--- src/rtl/bb_uart_frame_rx.sv ---
// UART receive front end: deserialises 8N1 bytes (8E1 when FRAME_PARITY_EN is defined)
// and assembles DATA_WIDTH/8 of them, LSB lane first, into one frame word with a ready level.
module bb_uart_frame_rx #(
    parameter int unsigned CLOCKS_PER_PULSE = 5208,
    parameter int unsigned DATA_WIDTH       = 32,
    parameter int unsigned TIMEOUT_BITS     = 20
) (
    input  logic                  clk,
    input  logic                  rstn,
    input  logic                  rx,
    output logic [DATA_WIDTH-1:0] data_output,
    output logic                  ready,
    output logic                  busy,
    output logic                  frame_err
);

    localparam int unsigned NBYTES    = DATA_WIDTH / 8;
    localparam int unsigned HALF      = CLOCKS_PER_PULSE / 2;
    localparam int unsigned TO_CYCLES = TIMEOUT_BITS * CLOCKS_PER_PULSE;
    localparam int unsigned BAUD_W    = $clog2(CLOCKS_PER_PULSE);
    localparam int unsigned IDLE_W    = $clog2(TO_CYCLES + 1);
    localparam int unsigned BCNT_W    = (NBYTES > 1) ? $clog2(NBYTES) : 1;

    typedef enum logic [2:0] {
        S_IDLE,
        S_START,
        S_DATA,
`ifdef FRAME_PARITY_EN
        S_PARITY,
`endif
        S_STOP,
        S_WAIT_IDLE
    } state_e;

    state_e                  state_q, state_d;
    logic                    rx_meta_q, rx_s_q;
    logic [BAUD_W-1:0]       baud_q, baud_d;
    logic [IDLE_W-1:0]       idle_q, idle_d;
    logic [2:0]              bit_q, bit_d;
    logic [BCNT_W-1:0]       bcnt_q, bcnt_d;
    logic [7:0]              shift_q, shift_d;
    logic [DATA_WIDTH-1:0]   asm_q, asm_d;
    logic [DATA_WIDTH-1:0]   data_q, data_d;
    logic                    ready_q, ready_d;
    logic                    busy_q, busy_d;
    logic                    err_q, err_d;
    logic [DATA_WIDTH-1:0]   word_c;
    logic                    bit_sample_c;
    logic                    drop_c;

    assign data_output = data_q;
    assign ready       = ready_q;
    assign busy        = busy_q;
    assign frame_err   = err_q;

    // State and datapath registers, rx resynchronised through two flops
    always_ff @(posedge clk) begin
        if (!rstn) begin
            state_q   <= S_IDLE;
            rx_meta_q <= 1'b1;
            rx_s_q    <= 1'b1;
            baud_q    <= '0;
            idle_q    <= '0;
            bit_q     <= '0;
            bcnt_q    <= '0;
            shift_q   <= '0;
            asm_q     <= '0;
            data_q    <= '0;
            ready_q   <= 1'b0;
            busy_q    <= 1'b0;
            err_q     <= 1'b0;
        end else begin
            state_q   <= state_d;
            rx_meta_q <= rx;
            rx_s_q    <= rx_meta_q;
            baud_q    <= baud_d;
            idle_q    <= idle_d;
            bit_q     <= bit_d;
            bcnt_q    <= bcnt_d;
            shift_q   <= shift_d;
            asm_q     <= asm_d;
            data_q    <= data_d;
            ready_q   <= ready_d;
            busy_q    <= busy_d;
            err_q     <= err_d;
        end
    end

    assign bit_sample_c = (baud_q == BAUD_W'(CLOCKS_PER_PULSE - 1));

    always_comb begin
        state_d = state_q;
        baud_d  = baud_q;
        idle_d  = '0;
        bit_d   = bit_q;
        bcnt_d  = bcnt_q;
        shift_d = shift_q;
        asm_d   = asm_q;
        data_d  = data_q;
        ready_d = ready_q;
        err_d   = 1'b0;
        drop_c  = 1'b0;
        word_c  = asm_q;

        case (state_q)
            S_IDLE: begin
                baud_d = '0;
                // Timeout is evaluated before start detection so it wins a same-cycle tie
                if (bcnt_q != '0) begin
                    if (idle_q == IDLE_W'(TO_CYCLES - 1)) begin
                        err_d  = 1'b1;
                        bcnt_d = '0;
                        asm_d  = '0;
                    end else begin
                        idle_d = idle_q + 1'b1;
                    end
                end
                if (!rx_s_q) begin
                    state_d = S_START;
                    idle_d  = '0;
                end
            end
            S_START: begin
                baud_d = baud_q + 1'b1;
                if (baud_q == BAUD_W'(HALF - 1)) begin
                    baud_d = '0;
                    if (rx_s_q) begin
                        state_d = S_IDLE;
                    end else begin
                        state_d = S_DATA;
                        bit_d   = '0;
                        if (bcnt_q == '0 && ready_q) begin
                            ready_d = 1'b0;
                        end
                    end
                end
            end
            S_DATA: begin
                baud_d = baud_q + 1'b1;
                if (bit_sample_c) begin
                    baud_d  = '0;
                    shift_d = {rx_s_q, shift_q[7:1]};
                    bit_d   = bit_q + 1'b1;
                    if (bit_q == 3'd7) begin
`ifdef FRAME_PARITY_EN
                        state_d = S_PARITY;
`else
                        state_d = S_STOP;
`endif
                    end
                end
            end
`ifdef FRAME_PARITY_EN
            S_PARITY: begin
                baud_d = baud_q + 1'b1;
                if (bit_sample_c) begin
                    baud_d = '0;
                    if ((^shift_q) != rx_s_q) begin
                        drop_c = 1'b1;
                    end else begin
                        state_d = S_STOP;
                    end
                end
            end
`endif
            S_STOP: begin
                baud_d = baud_q + 1'b1;
                if (bit_sample_c) begin
                    baud_d = '0;
                    if (!rx_s_q) begin
                        drop_c = 1'b1;
                    end else begin
                        word_c[8*bcnt_q +: 8] = shift_q;
                        asm_d   = word_c;
                        state_d = S_IDLE;
                        if (bcnt_q == BCNT_W'(NBYTES - 1)) begin
                            data_d  = word_c;
                            ready_d = 1'b1;
                            bcnt_d  = '0;
                            asm_d   = '0;
                        end else begin
                            bcnt_d = bcnt_q + 1'b1;
                        end
                    end
                end
            end
            S_WAIT_IDLE: begin
                // Require a full bit period of idle line so a held break cannot resync
                if (!rx_s_q) begin
                    baud_d = '0;
                end else if (bit_sample_c) begin
                    baud_d  = '0;
                    state_d = S_IDLE;
                end else begin
                    baud_d = baud_q + 1'b1;
                end
            end
            default: begin
                state_d = S_IDLE;
            end
        endcase

        if (drop_c) begin
            err_d   = 1'b1;
            bcnt_d  = '0;
            asm_d   = '0;
            state_d = S_WAIT_IDLE;
        end

        busy_d = !(state_d == S_IDLE || state_d == S_WAIT_IDLE);
    end

endmodule

--- config.mk ---
export PLATFORM = sky130hd
export DESIGN_NAME = bb_uart_frame_rx
export DESIGN_NICKNAME = d
export VERILOG_FILES = /design/src/rtl/bb_uart_frame_rx.sv
export SDC_FILE = /design/constraint.sdc
export NUM_CORES = 1
export LEC_CHECK = 0
export ABC_AREA = 1
export CORE_UTILIZATION = 64
export DETAILED_ROUTE_END_ITERATION = 8
export PLACE_DENSITY = 0.85
export SLEW_MARGIN = 5
export SYNTH_ARGS = -nofsm -noshare
export SYNTH_HDL_FRONTEND = slang
export SYNTH_SLANG_ARGS = --single-unit
--- constraint.sdc ---
create_clock -name clk -period 4.5 [get_ports clk]
set_input_delay 0.9 -clock clk [delete_from_list [all_inputs] [get_ports clk]]
set_output_delay 0.9 -clock clk [all_outputs]
set_load 0.01 [all_outputs]
==> impl_metrics.prom <==
# TYPE chip_impl_metric gauge
chip_impl_metric{name="timing.reg2reg.setup_slack",unit="ns"} 1.46
chip_impl_metric{name="cts_made_buffers",unit=""} 17
chip_impl_metric{name="cts_max_path_buffers",unit=""} 2
chip_impl_info{name="worst_setup_path_type",value="reg2reg"} 1
chip_impl_info{name="synthDominantAreaCellType",value="sky130_fd_sc_hd__dfxtp_1"} 1
chip_impl_metric{name="final.setup.tns",unit="ns"} 0
chip_impl_metric{name="first_pass_grt_wire_length",unit="um"} 24500
chip_impl_metric{name="synth_cells",unit=""} 848
chip_impl_metric{name="grt_start_max_net_pins",unit=""} 65
chip_impl_metric{name="p_comb_frac",unit=""} 0.022
chip_impl_metric{name="initial_util",unit=""} 0.666
chip_impl_info{name="tritoncts",value="built"} 1
chip_impl_metric{name="swShare",unit=""} 0.214
chip_impl_metric{name="cellLeakagePower",unit="nW"} 2.63
chip_impl_metric{name="floorplan.die_area",unit="sq um"} 9510
chip_impl_metric{name="final_hold_viol_count",unit=""} 0
chip_impl_metric{name="synth_compound_area_frac",unit=""} 0.137
chip_impl_metric{name="critical-path-max-stage-delay",unit="ns"} 0.70
chip_impl_metric{name="gp_routability_congestion",unit=""} 0.939
chip_impl_metric{name="floorplan.io_pins",unit=""} 38
chip_impl_info{name="postSynth.topFlopCell",value="sky130_fd_sc_hd__dfxtp_1"} 1
chip_impl_metric{name="post_drt_via_cell_ratio",unit=""} 5.77
chip_impl_metric{name="critPathRequiredTime",unit="ns"} 4.94
chip_impl_metric{name="route.vias.total",unit=""} 5702
chip_impl_metric{name="area_delta_synth_final",unit="%"} 14.9
chip_impl_metric{name="route.antenna.remaining_nets",unit=""} 0
chip_impl_metric{name="final_critical_path_setup_slack",unit="ns"} 1.46
chip_impl_metric{name="dpl.hpwl",unit="um"} 9280
chip_impl_metric{name="grt.total_usage",unit=""} 0.315
chip_impl_metric{name="min_path_cells",unit=""} 1
chip_impl_metric{name="number_of_resized_instances_in_the_post_cts_repair_step",unit=""} 0
chip_impl_metric{name="synth_fp_nets",unit=""} 861
chip_impl_metric{name="worstPathArrival",unit="ns"} 3.48
chip_impl_info{name="worstHoldStart",value="rx_meta_q$_SDFF_PN1_"} 1
chip_impl_metric{name="post_synthesis_sequential_area_ratio",unit=""} 0.394
chip_impl_metric{name="clk-insertion-delay-late",unit="ns"} 0.52
chip_impl_metric{name="first_global_vias",unit=""} 5416
chip_impl_metric{name="internal_power",unit="mW"} 1.86
chip_impl_metric{name="time_the_worst_path_needs_with_i_o_delays_and_setup",unit="ns"} 3.04
chip_impl_metric{name="worst-slew-pin-transition",unit="ns"} 1.11
chip_impl_metric{name="share_of_cells_above_drive_strength_1",unit=""} 0.0898
chip_impl_info{name="min_to",value="rx_s_q$_SDFF_PN1_"} 1
chip_impl_metric{name="cts.clk_slew.worst_paths",unit="ns"} 0.06
chip_impl_info{name="synth.area.top_cells",value="sky130_fd_sc_hd__dfxtp_1, sky130_fd_sc_hd__nand2_1, sky130_fd_sc_hd__nor2_1"} 1
chip_impl_metric{name="netSwitchingPower",unit="uW"} 505
chip_impl_info{name="critPathCaptureType",value="flip-flop"} 1
chip_impl_metric{name="power_density",unit="nW/um^2"} 352
chip_impl_metric{name="drt_iter0_drc",unit=""} 477
chip_impl_metric{name="post-place-ws",unit="ns"} 1.66
chip_impl_metric{name="fill_cells",unit=""} 623
chip_impl_metric{name="slew_violations",unit=""} 0
chip_impl_metric{name="synth_simple_gate_area_frac",unit=""} 0.319
chip_impl_metric{name="detail_route.first_pass.iterations",unit=""} 5
chip_impl_metric{name="number_of_synthesized_flops_with_an_enable_pin",unit=""} 0
chip_impl_metric{name="finish.net_count",unit=""} 882
chip_impl_metric{name="grt_overflow",unit=""} 0
chip_impl_metric{name="die_height",unit="um"} 97.5
chip_impl_metric{name="remaining_drc_errors",unit=""} 0
chip_impl_metric{name="power.share.clock",unit=""} 0.544
chip_impl_metric{name="muxShareOfSynthArea",unit=""} 0
chip_impl_metric{name="ctsHoldBuffers",unit=""} 0
chip_impl_metric{name="seq_power_share",unit=""} 0.434
chip_impl_metric{name="num_rows",unit=""} 34
chip_impl_metric{name="cp_max_fo",unit=""} 28
chip_impl_metric{name="final-instance-count-excl-fill",unit=""} 988
chip_impl_metric{name="ys_ff_latch",unit=""} 115
chip_impl_metric{name="avgSynthCellArea",unit="sq um"} 6.89
chip_impl_info{name="timing.critical_path.cells",value="inv_1, ha_1, nand2_1, nand3_4, inv_2, nor2_1, nor2_1"} 1
chip_impl_metric{name="post-synth-top-area-fraction",unit=""} 0.394
chip_impl_info{name="rsz0062_at_grt",value="false"} 1
chip_impl_metric{name="fin_skew",unit="ns"} 0.0105
chip_impl_metric{name="fin_crit_sh",unit=""} 0.676
chip_impl_info{name="reg2reg_from",value="bcnt_q[0]$_SDFFE_PP0P_"} 1
chip_impl_metric{name="synth.lib_cells_used.distinct",unit=""} 38
chip_impl_info{name="critical-path-top-cell-by-count",value="sky130_fd_sc_hd__nor2_1"} 1
chip_impl_metric{name="synthAdderAreaFrac",unit=""} 0.0214
chip_impl_metric{name="relative_max_transition_margin",unit=""} 0.261
chip_impl_metric{name="vdd_drop_max",unit="mV"} 0.317
chip_impl_metric{name="synth-async-reset-ratio",unit=""} 0
chip_impl_metric{name="floorplan.die.width",unit="um"} 97.5
chip_impl_metric{name="floorplan.core_area",unit="sq um"} 8760
chip_impl_metric{name="finish_stage_setup_viols",unit=""} 0
chip_impl_info{name="synth.most_common_cell",value="sky130_fd_sc_hd__nand2_1"} 1
chip_impl_metric{name="count_of_cells_along_the_worst_register_to_register_path",unit=""} 7
chip_impl_metric{name="cts_htree_levels",unit=""} 4
chip_impl_metric{name="antenna_cells",unit=""} 0
chip_impl_info{name="largest_family_of_logic_cells_by_synthesized_area",value="simple AND/OR/NAND/NOR gates"} 1
chip_impl_metric{name="antenna_found_initial",unit=""} 0
chip_impl_info{name="clockRootBuffer",value="sky130_fd_sc_hd__clkbuf_8"} 1
chip_impl_info{name="r2r-end",value="asm_q[1]$_SDFFE_PP0P_"} 1
chip_impl_metric{name="maxClockFrequency",unit="MHz"} 329
chip_impl_metric{name="synth_xor_xnor_area_share",unit=""} 0.0120
chip_impl_info{name="start_kind",value="flip-flop"} 1
chip_impl_metric{name="clock-sinks",unit=""} 115
chip_impl_metric{name="timing.hold.ws",unit="ns"} 0.419
chip_impl_info{name="result_of_the_run",value="finished, final reports clean"} 1
chip_impl_metric{name="port_buffers",unit=""} 37
chip_impl_metric{name="cts_setup_buffers",unit=""} 0
chip_impl_metric{name="syn_area",unit="sq um"} 5840
chip_impl_info{name="cpMaxStageDelayCell",value="sky130_fd_sc_hd__nand2_1"} 1
chip_impl_metric{name="yosys_warnings",unit=""} 0
chip_impl_info{name="hold_class",value="reg2reg"} 1
chip_impl_metric{name="cell_total_after_placement",unit=""} 958
chip_impl_info{name="most_frequent_cells_after_synthesis",value="sky130_fd_sc_hd__nand2_1, sky130_fd_sc_hd__nor2_1, sky130_fd_sc_hd__inv_1"} 1
chip_impl_metric{name="route.detailed.wl_per_inst",unit="um"} 14.5
chip_impl_metric{name="wl",unit="um"} 14300
chip_impl_metric{name="max_cap_viol_count",unit=""} 0
-- state kept, by name, summed over array words and instances (netlist names), 2 cells and up --
| signal | cells |
|---|---|
| asm_q | 32 |
| baud_q | 13 |
| bcnt_q | 2 |
| bit_q | 3 |
| data_output | 32 |
| idle_q | 17 |
| shift_q | 8 |
| state_q | 3 |
-- power by group through the flow --
stage	clock (mW)	sequential, mW	combinational [mW]
global route	1.34	1.02	0.0568
global placement	0	1.05	0.0487
finish	1.29	1.02	0.0523
detailed placement	0	1.05	0.0499
CTS	1.29	1.02	0.0508
floorplan	0	1.05	0.0385
-- routing by layer --
metal  track usage  routed length, um  share of wire  up-vias
met2         0.506               6560           0.46      291
met3        0.0842               1280          0.089       43
met1         0.399               6120           0.43     2589
met5             0                  0              0        -
met4         0.132                351          0.025        0
li1              -                  -              -     2779
-- cells by family after synthesis --
family                   count (synthesis)
AO/OA/AOI/OAI                          134
XOR/XNOR                                 8
adder cells (fa/ha/maj)                 10
buffers and inverters                  163
flip-flops                             115
AND/OR/NAND/NOR                        418
-- worst max-delay path, delay by kind of cell (launching register included) --
family,cells,cell delay [ns]
DFF,1,0.59
buffers and inverters,2,0.64
and+or+nand+nor,4,1.37
adders and majority gates,1,0.36
-- through the flow --
step                utilization  power (mW)  instance area (sq um)
floorplan                     -        1.08                   5840
global placement          0.701        1.09                   6140
detailed placement        0.701        1.10                   6140
CTS                       0.766        2.37                   6710
global route              0.766        2.42                   6710
finish                    0.766        2.36                   6710
-- worst max path at each step --
stage / slack (ns) / startpoint / end
finish: 1.46 / bcnt_q[0]$_SDFFE_PP0P_ / asm_q[1]$_SDFFE_PP0P_
global route: 1.30 / bcnt_q[0]$_SDFFE_PP0P_ / asm_q[1]$_SDFFE_PP0P_
CTS: 1.61 / bcnt_q[0]$_SDFFE_PP0P_ / asm_q[1]$_SDFFE_PP0P_
detailed placement: 1.66 / bcnt_q[0]$_SDFFE_PP0P_ / asm_q[14]$_SDFFE_PP0P_
global placement: 1.82 / bcnt_q[0]$_SDFFE_PP0P_ / asm_q[20]$_SDFFE_PP0P_
floorplan: 2.36 / bcnt_q[0]$_SDFFE_PP0P_ / asm_q[27]$_SDFFE_PP0P_
-- cells in the final DEF (no fill, tap or decap), drive strengths merged --
master         synthesis  layout
dfxtp                115     115
nand4                 51      51
o22ai                 10      10
ha                    10      10
o21bai                 2       2
xor2                   7       7
and2                   3       3
nand3                 37      37
clkinv                 0       4
or2                    5       5
inv                  126     126
clkdlybuf4s50          0      36
o21a                   2       2
xnor2                  1       1
o21ai                 69      69
o2111ai                1       1
buf                   22       3
o31ai                  2       2
nor3b                  6       6
nand2                162     162
nor4                   1       1
clkbuf                15      21
o211ai                 1       1
clkinvlp               0       3
nor3                  10      10
bufinv                 0       2
a21oi                 47      47
nor2                 143     143
-- layout make-up --
class / instances / area [sq um] / share of cell area
tap: 108 / 135 / 0.0201
clock buffer: 21 / 459 / 0.0684
timing repair buffer: 39 / 380 / 0.0567
sequential: 115 / 2300 / 0.343
inverter: 126 / 473 / 0.0705
multi-input combinational: 570 / 2850 / 0.425
clock inverter: 9 / 106 / 0.0158
Power figures use the tool's default switching activity.
